[config.mk]
export PLATFORM = sky130hd
export DESIGN_NAME = ycbcr2rgb_flat
export DESIGN_NICKNAME = d
export VERILOG_FILES = /design/src/rtl/ycbcr2rgb_pkg.sv /design/src/rtl/ycbcr2rgb_if.sv /design/src/rtl/rgb_sat.sv /design/src/rtl/ycbcr2rgb.sv /design/src/flat_wrapper.sv
export SDC_FILE = /design/constraint.sdc
export NUM_CORES = 1
export LEC_CHECK = 0
export ABC_AREA = 1
export CAP_MARGIN = 10
export CORE_AREA = 2 2 99 101
export DETAILED_ROUTE_END_ITERATION = 12
export DIE_AREA = 0 0 101 103
export PLACE_DENSITY = 0.71
export SYNTH_ARGS = -nofsm -noshare
export SYNTH_HDL_FRONTEND = slang
export SYNTH_SLANG_ARGS = --single-unit
[constraint.sdc]
create_clock -name clk_in -period 4.7 [get_ports clk_in]
set_input_delay 0.94 -clock clk_in [delete_from_list [all_inputs] [get_ports clk_in]]
set_output_delay 0.94 -clock clk_in [all_outputs]
set_load 0.01 [all_outputs]
[src/rtl/ycbcr2rgb_pkg.sv]
// Shared decoder constants: Q11.12 colour coefficients and converter state encoding.
package ycbcr2rgb_pkg;

   typedef logic [23:0] fp_t;

   localparam fp_t FP_1P0      = 24'h001000;
   localparam fp_t FP_128P5    = 24'h080800;
   localparam fp_t FP_1P402    = 24'h00166F;
   localparam fp_t FP_1P772    = 24'h001C5A;
   localparam fp_t FP_M0P34414 = 24'hFFFA7E;
   localparam fp_t FP_M0P71414 = 24'hFFF493;

   localparam logic [2:0] ST_Y0    = 3'd0;
   localparam logic [2:0] ST_CB0   = 3'd1;
   localparam logic [2:0] ST_CR0   = 3'd2;
   localparam logic [2:0] ST_G1    = 3'd3;
   localparam logic [2:0] ST_G2    = 3'd4;
   localparam logic [2:0] ST_OUT_R = 3'd5;
   localparam logic [2:0] ST_OUT_G = 3'd6;
   localparam logic [2:0] ST_OUT_B = 3'd7;

endpackage

[src/rtl/ycbcr2rgb_if.sv]
// Converter bus: upstream byte handshake, external MAC operands/result, pixel byte output.
interface ycbcr2rgb_if;
   import ycbcr2rgb_pkg::*;

   logic [7:0] d_in;
   logic       ycc_valid;
   logic       ycc_ready;
   logic [7:0] mac_a;
   fp_t        mac_mult;
   fp_t        mac_acc;
   fp_t        mac_out;
   logic       d_qual;
   logic [7:0] dout;

   modport slave (
      input  d_in, ycc_valid, mac_out,
      output ycc_ready, mac_a, mac_mult, mac_acc, d_qual, dout
   );

   modport master (
      output d_in, ycc_valid, mac_out,
      input  ycc_ready, mac_a, mac_mult, mac_acc, d_qual, dout
   );

endinterface

[src/rtl/rgb_sat.sv]
// Q11.12 to 8-bit pixel byte: clamp to 0..255, or raw fraction-truncated bits when SAT_EN=0.
module rgb_sat
   import ycbcr2rgb_pkg::*;
#(
   parameter bit SAT_EN = 1'b1
) (
   input  fp_t        i_x,
   output logic [7:0] o_y
);

   always_comb begin
      o_y = i_x[19:12];
      if (SAT_EN) begin
         if (i_x[23]) begin
            o_y = 8'h00;
         end else if (|i_x[22:20]) begin
            o_y = 8'hFF;
         end
      end
   end

endmodule

[src/rtl/ycbcr2rgb.sv]
// Serial YCbCr -> RGB converter; time-shares the decoder's external MAC, emits R, G, B bytes.
module ycbcr2rgb
   import ycbcr2rgb_pkg::*;
#(
   parameter bit SAT_EN = 1'b1
) (
   input  logic         clk_in,
   input  logic         rst_n,
   ycbcr2rgb_if.slave   bus
);

   logic [2:0] r_state;
   fp_t        r_y, r_r, r_g, r_b;
   logic [7:0] r_cb, r_cr;

   logic       w_ready, w_xfer, w_qual;
   logic [7:0] w_mac_a;
   fp_t        w_mac_mult, w_mac_acc, w_sat_src;
   logic [7:0] w_sat_out;

   assign w_ready = (r_state == ST_Y0) | (r_state == ST_CB0) | (r_state == ST_CR0);
   assign w_xfer  = w_ready & bus.ycc_valid;
   assign w_qual  = (r_state == ST_OUT_R) | (r_state == ST_OUT_G) | (r_state == ST_OUT_B);

   // MAC operands stay zero unless this cycle actually performs an accumulate
   always_comb begin
      w_mac_a    = '0;
      w_mac_mult = '0;
      w_mac_acc  = '0;
      case (r_state)
         ST_Y0: if (w_xfer) begin
            w_mac_a    = bus.d_in;
            w_mac_mult = FP_1P0;
            w_mac_acc  = FP_128P5;
         end
         ST_CB0: if (w_xfer) begin
            w_mac_a    = bus.d_in;
            w_mac_mult = FP_1P772;
            w_mac_acc  = r_y;
         end
         ST_CR0: if (w_xfer) begin
            w_mac_a    = bus.d_in;
            w_mac_mult = FP_1P402;
            w_mac_acc  = r_y;
         end
         ST_G1: begin
            w_mac_a    = r_cb;
            w_mac_mult = FP_M0P34414;
            w_mac_acc  = r_y;
         end
         ST_G2: begin
            w_mac_a    = r_cr;
            w_mac_mult = FP_M0P71414;
            w_mac_acc  = r_g;
         end
         default: ;
      endcase
   end

   always_comb begin
      w_sat_src = '0;
      case (r_state)
         ST_OUT_R: w_sat_src = r_r;
         ST_OUT_G: w_sat_src = r_g;
         ST_OUT_B: w_sat_src = r_b;
         default:  ;
      endcase
   end

   rgb_sat #(
      .SAT_EN (SAT_EN)
   ) u_sat (
      .i_x (w_sat_src),
      .o_y (w_sat_out)
   );

   always_ff @(posedge clk_in or negedge rst_n) begin
      if (!rst_n) begin
         r_state <= ST_Y0;
         r_y     <= '0;
         r_r     <= '0;
         r_g     <= '0;
         r_b     <= '0;
         r_cb    <= '0;
         r_cr    <= '0;
      end else begin
         case (r_state)
            ST_Y0: if (w_xfer) begin
               r_y     <= bus.mac_out;
               r_state <= ST_CB0;
            end
            ST_CB0: if (w_xfer) begin
               r_cb    <= bus.d_in;
               r_b     <= bus.mac_out;
               r_state <= ST_CR0;
            end
            ST_CR0: if (w_xfer) begin
               r_cr    <= bus.d_in;
               r_r     <= bus.mac_out;
               r_state <= ST_G1;
            end
            ST_G1: begin
               r_g     <= bus.mac_out;
               r_state <= ST_G2;
            end
            ST_G2: begin
               r_g     <= bus.mac_out;
               r_state <= ST_OUT_R;
            end
            ST_OUT_R: r_state <= ST_OUT_G;
            ST_OUT_G: r_state <= ST_OUT_B;
            default:  r_state <= ST_Y0;
         endcase
      end
   end

   assign bus.ycc_ready = w_ready;
   assign bus.mac_a     = w_mac_a;
   assign bus.mac_mult  = w_mac_mult;
   assign bus.mac_acc   = w_mac_acc;
   assign bus.d_qual    = w_qual;
   assign bus.dout      = w_qual ? w_sat_out : 8'h00;

endmodule
[src/flat_wrapper.sv]
// flat-port wrapper written by rule: the top's interface ports become plain ports
module ycbcr2rgb_flat import ycbcr2rgb_pkg::*;
#(
   parameter bit SAT_EN = 1'b1
)
  (clk_in, rst_n, bus_d_in, bus_ycc_valid, bus_mac_out, bus_ycc_ready, bus_mac_a, bus_mac_mult, bus_mac_acc, bus_d_qual, bus_dout);
  ycbcr2rgb_if bus_i ();
  input  logic clk_in;
  input  logic rst_n;
  input wire logic [$bits(bus_i.d_in)-1:0] bus_d_in;
  input wire logic [$bits(bus_i.ycc_valid)-1:0] bus_ycc_valid;
  input wire logic [$bits(bus_i.mac_out)-1:0] bus_mac_out;
  output wire logic [$bits(bus_i.ycc_ready)-1:0] bus_ycc_ready;
  output wire logic [$bits(bus_i.mac_a)-1:0] bus_mac_a;
  output wire logic [$bits(bus_i.mac_mult)-1:0] bus_mac_mult;
  output wire logic [$bits(bus_i.mac_acc)-1:0] bus_mac_acc;
  output wire logic [$bits(bus_i.d_qual)-1:0] bus_d_qual;
  output wire logic [$bits(bus_i.dout)-1:0] bus_dout;
  assign bus_i.d_in = bus_d_in;
  assign bus_i.ycc_valid = bus_ycc_valid;
  assign bus_i.mac_out = bus_mac_out;
  assign bus_ycc_ready = bus_i.ycc_ready;
  assign bus_mac_a = bus_i.mac_a;
  assign bus_mac_mult = bus_i.mac_mult;
  assign bus_mac_acc = bus_i.mac_acc;
  assign bus_d_qual = bus_i.d_qual;
  assign bus_dout = bus_i.dout;
  ycbcr2rgb #(.SAT_EN(SAT_EN)) u_core (.clk_in(clk_in), .rst_n(rst_n), .bus(bus_i));
endmodule
== After elaboration in Yosys (flattened, before gate mapping) ==
Cells that the tools add are included.
Word-level totals
  word-level logic and storage cells: 48
  register bits after elaboration: 115
  output and inout port bits: 66
Operators by class
  multiplexer cells: 17
  reductions and logical operators: 9
  equality and inequality tests: 10
  bitwise gates (word level): 5
Operator list (count)
  24-bit case mux with 5 select lines: 1
  24-bit case mux with 4 select lines: 1
  24-bit case mux with 3 select lines: 1
  13-bit 2-to-1 mux: 3
  8-bit 2-to-1 mux: 4
  24-bit 2-to-1 mux: 1
  8-bit case mux with 3 select lines: 1
  3-bit case mux with 7 select lines: 1
  20-bit 2-to-1 mux: 1
  3-bit equality test, second input constant: 4
  3-bit 2-to-1 mux: 3
  3-bit by 2-bit equality test with 1-bit output, second input constant: 2
  2-bit by 1-bit != test with 1-bit output, second input constant: 3
  2-bit AND reduction: 3
  3-bit OR reduction: 2
  1-bit bitwise OR: 4
  2-bit OR reduction: 2
  3-bit by 1-bit equality test with 1-bit output, second input constant: 1
  3-bit zero test: 1
  3-bit AND reduction: 1
  1-bit bitwise AND: 1

== Longest topological paths before layout ==
  word-level depth: 6
  gate-level depth with buffers: 8
  depth with buffers taken out: 7

== By module ==
From an unflattened synthesis, not the netlist that was laid out.
Unflattened totals
  cell total of the unflattened synthesis: 875
  area total of the unflattened synthesis: 6371.1 sq um
By module, submodules not included
  ycbcr2rgb: area each 6208.5 sq um, instances 1, sequential area each 2877.8 sq um, cells each 840
  rgb_sat: area each 162.7 sq um, instances 1, sequential area each 0.0 sq um, cells each 35

== Worst setup path before layout ==
OpenSTA, ideal clock, no wires.
  path kind: input-to-output
  from: input bus_ycc_valid
  to: output bus_mac_acc[15]
  data arrival time: 1.832 ns
  stages: 7
  path slack: 1.928 ns
  cells stage by stage: inv_1 nor2_2 nand2_2 nand3_2 buf_4 nand2_1 a21oi_1
Between the ends
  cells in the longest elaborated chain, start to end: 3
Ends and longest elaborated chain
  from (decl): line flat_wrapper.sv:11  | input wire logic [$bits(bus_i.ycc_valid)-1:0] bus_ycc_valid;
  1-bit bitwise AND: line ycbcr2rgb.sv:22  | assign w_xfer = w_ready & bus.ycc_valid;
  24-bit 2-to-1 mux: line ycbcr2rgb.sv:36, ycbcr2rgb.sv:41
  24-bit case mux with 4 select lines: line ycbcr2rgb.sv:30  | case (r_state)
  to (decl): line flat_wrapper.sv:16  | output wire logic [$bits(bus_i.mac_acc)-1:0] bus_mac_acc;
No other way between the ends.

== Final worst setup path ==
  from: input bus_ycc_valid
  to: output bus_mac_acc[16]
The elaborated chain is that of the path after synthesis.

==> flow_metrics.py <==
metrics = {
    "outcome": {
        "status": "complete, no violations",
    },
    "power": {
        "seq_power_share": 0.340,
        "net-switching-power_w": 0.001683,
        "internal_power_w": 0.002465,
        "max-vdd-ir-drop_uv": 355.6,
        "p_leak_nw": 2.595,
        "power.switching_fraction": 0.4058,
        "combPwrFrac": 0.523,
        "cellPowerDensity_nw_per_um2": 754.8,
        "relative_contribution_of_the_clock_network_to_total_power": 0.137,
    },
    "synthesis": {
        "synth_seq_cells": 91,
        "netlist_instances": 541,
        "post_synth_instance_area_sq_um": 4350,
        "seq_area_frac_synth": 0.5234,
        "avgSynthCellArea_sq_um": 8.041,
        "netlist-cell-type-count": 20,
        "synthesis.nets": 576,
        "synthesis.yosys.warnings": 0,
    },
    "floorplanning": {
        "boundaryPins": 101,
        "die-area_sq_um": 10400,
        "rows": 36,
        "fp.coreArea_sq_um": 9459,
        "initial_utilization": 0.4599,
        "chipHeight_um": 103,
        "chipWidth_um": 101,
    },
    "global_routing": {
        "first_global_vias": 3708,
        "grt_usage": 0.2230,
        "initial_antenna_violation_count": 0,
        "pin_count_of_the_biggest_net_entering_global_routing": 60,
        "grt_remaining_overflow": 0,
        "grt_pass1_wl_mm": 18.02,
    },
    "finish": {
        "layout-drive-gt1-share": 0.07618,
        "n_antenna_cell": 0,
        "fin_area_sq_um": 5495,
        "layout_commonest_cell": "nand2_1",
        "number_of_nets_in_the_layout": 650,
        "most-common-layout-cells": "202 x nand2_1, 98 x clkdlybuf4s50_1, 91 x dfrtp_1",
        "synthToLayoutAreaGrowth_pct": 26.32,
    },
    "clock_tree": {
        "worst_skew_pair.late_latency_ps": 360,
        "cts-resized-gates": 0,
        "post_cts_hold_buffer_count": 0,
        "clk_root_buffer_cell": "clkbuf_8",
        "cts_post_setup_buffers_inserted": 0,
        "h-tree-depth": 3,
        "tritoncts": "yes",
        "clockBufferDepth": 2,
        "clkSinkCount": 91,
        "clk_pin_slew_worst_paths_ps": 80,
        "numCtsBuffers": 9,
    },
    "sta": {
        "grt_setup_unrepaired": "no",
        "post-route-period-util": 0.8557,
        "fin_crit_ps": 4022,
        "fin_worst_skew_ps": 8.569,
        "report.final.slew_viol_count": 0,
        "setup_viol_count_final": 0,
        "max_slew_headroom": 0.2930,
        "fin_setup_tns_ps": 0,
        "slew_of_the_pin_with_the_lowest_slew_margin_ps": 1059,
        "max_freq_mhz": 248.6,
        "finalHoldViolations": 0,
    },
    "placement": {
        "globalplace.congestion": 0.8044,
        "post_dp_cell_area_sq_um": 5293,
        "detailedPlacementHpwl_mm": 7.300,
        "portBuffers": 99,
    },
    "detailed_routing": {
        "dr.first_iter.drc_count": 219,
        "drcViolationCount": 0,
        "routed_via_density": 5.192,
        "drt-pass1-iter-count": 5,
        "sum_of_routed_wire_length_over_all_layers_mm": 11.02,
        "detailroute.via_count": 3795,
        "routed_wire_length_per_instance_um": 15.08,
        "drt.antenna.violating_nets": 0,
    },
    "min_path": {
        "hold_class": "reg2reg",
        "hold_depth": 2,
    },
    "worst_setup_path": {
        "worst_ep_arrival_time_ps": 3080,
        "worst_ep_required_time_ps": 3760,
        "worstRegToRegCells": 6,
        "critPathCaptureType": "output pin",
        "criticalPathCategory": "in2out",
        "critical_path_peak_fanout": 26,
        "crit_path_start_kind": "primary input",
    },
    "job": {
        "drv_cap": 0,
    },
}
==> critical path, cell delays in order <==
cell	delay, ps
clkdlybuf4s50_1	490
inv_1	70
nor2_2	150
nand2_2	90
nand3_2	450
nand2_1	110
a21oi_1	210
clkdlybuf4s50_1	570
==> flip-flops by register name, summed over array words and instances, names as in the netlist <==
name	cells
u_core.r_y	24
u_core.r_g	24
u_core.r_r	12
u_core.r_cr	8
u_core.r_b	12
u_core.r_cb	8
u_core.r_state	3
==> through the flow <==
step / utilization / total power [W] / cells / hold slack [ps] / setup WS, ps
after floorplan: - / 0.002651 / 541 / 442.2 / 1928
after global placement: 0.5595 / 0.003533 / 718 / 455.3 / 708.8
after detailed placement: 0.5595 / 0.003595 / 718 / 463.5 / 694.5
after CTS: 0.5810 / 0.004174 / 731 / 483.6 / 669.0
after global routing: 0.5810 / 0.004481 / 731 / 511.1 / 484.0
final: 0.5810 / 0.004148 / 731 / 480.2 / 678.2
==> power groups by stage <==
stage	clock network, W	logic, W	registers [W]
2_1_floorplan	0	0.00133	0.00132
3_3_place_gp	0	0.00213	0.00140
3_5_place_dp	0	0.00218	0.00141
4_1_cts	0.000581	0.00219	0.00140
5_1_grt	0.000609	0.00241	0.00146
6_report	0.000569	0.00217	0.00141
==> layer usage <==
layer,vias up,GRT usage,wire length [um]
li1,1852,-,-
met1,1791,0.3067,5007
met2,136,0.3503,5162
met3,16,0.05763,675
met4,0,0.06861,177
met5,-,0,0
==> path summary, 6_finish.rpt <==
path | from | endpoint | slack [ps]
worst max-delay path | bus_ycc_valid | bus_mac_acc[16] | 680
max in group asynchronous | rst_n | u_core.r_g[12]$_DFFE_PN0P_ | 3150
worst min-delay path | u_core.r_g[5]$_DFFE_PN0P_ | u_core.r_g[5]$_DFFE_PN0P_ | 480
min in group asynchronous | rst_n | u_core.r_cb[2]$_DFFE_PN0P_ | 630
worst min register to register | u_core.r_g[5]$_DFFE_PN0P_ | u_core.r_g[5]$_DFFE_PN0P_ | 480
worst max register to register | u_core.r_state[1]$_DFFE_PN0P_ | u_core.r_g[13]$_DFFE_PN0P_ | 2460
==> cell type report <==
cell class              count  area, sq um
repair buffers            106         1041
flip-flops and latches     91         2277
clock inverters             3        65.06
clock buffers              10        137.6
well taps                 114        142.6
fillers                   856         3964
inverters                  32        120.1
multi-input cells         375         1712
==> logic make-up (layout without fill, tap and decap cells) <==
| kind of cell | count (synthesis) | count (layout) | share of synthesized area |
|---|---|---|---|
| simple gates | 274 | 274 | 0.2597 |
| flops | 91 | 91 | 0.5234 |
| compound gates | 88 | 88 | 0.1012 |
| buf+inv | 75 | 151 | 0.08369 |
| mux | 12 | 12 | 0.03106 |
| other cells | 1 | 1 | 0.0008620 |
==> cell usage after synthesis <==
cell	number	area share
nand2_1	202	0.17
dfrtp_1	91	0.52
o21ai_0	60	0.069
nand3_1	31	0.036
inv_1	28	0.024
nor2_1	23	0.020
a21oi_1	22	0.025
buf_4	18	0.031
buf_2	12	0.014
clkbuf_1	12	0.010
mux2_2	12	0.031
nand4_1	9	0.013
o21ai_1	6	0.0069
inv_2	4	0.0035
nor2_2	3	0.0043
nand2_2	2	0.0029
nand3_2	2	0.0046
nor2_4	2	0.0052
buf_1	1	0.00086
conb_1	1	0.00086
Power figures use the tool's default switching activity.
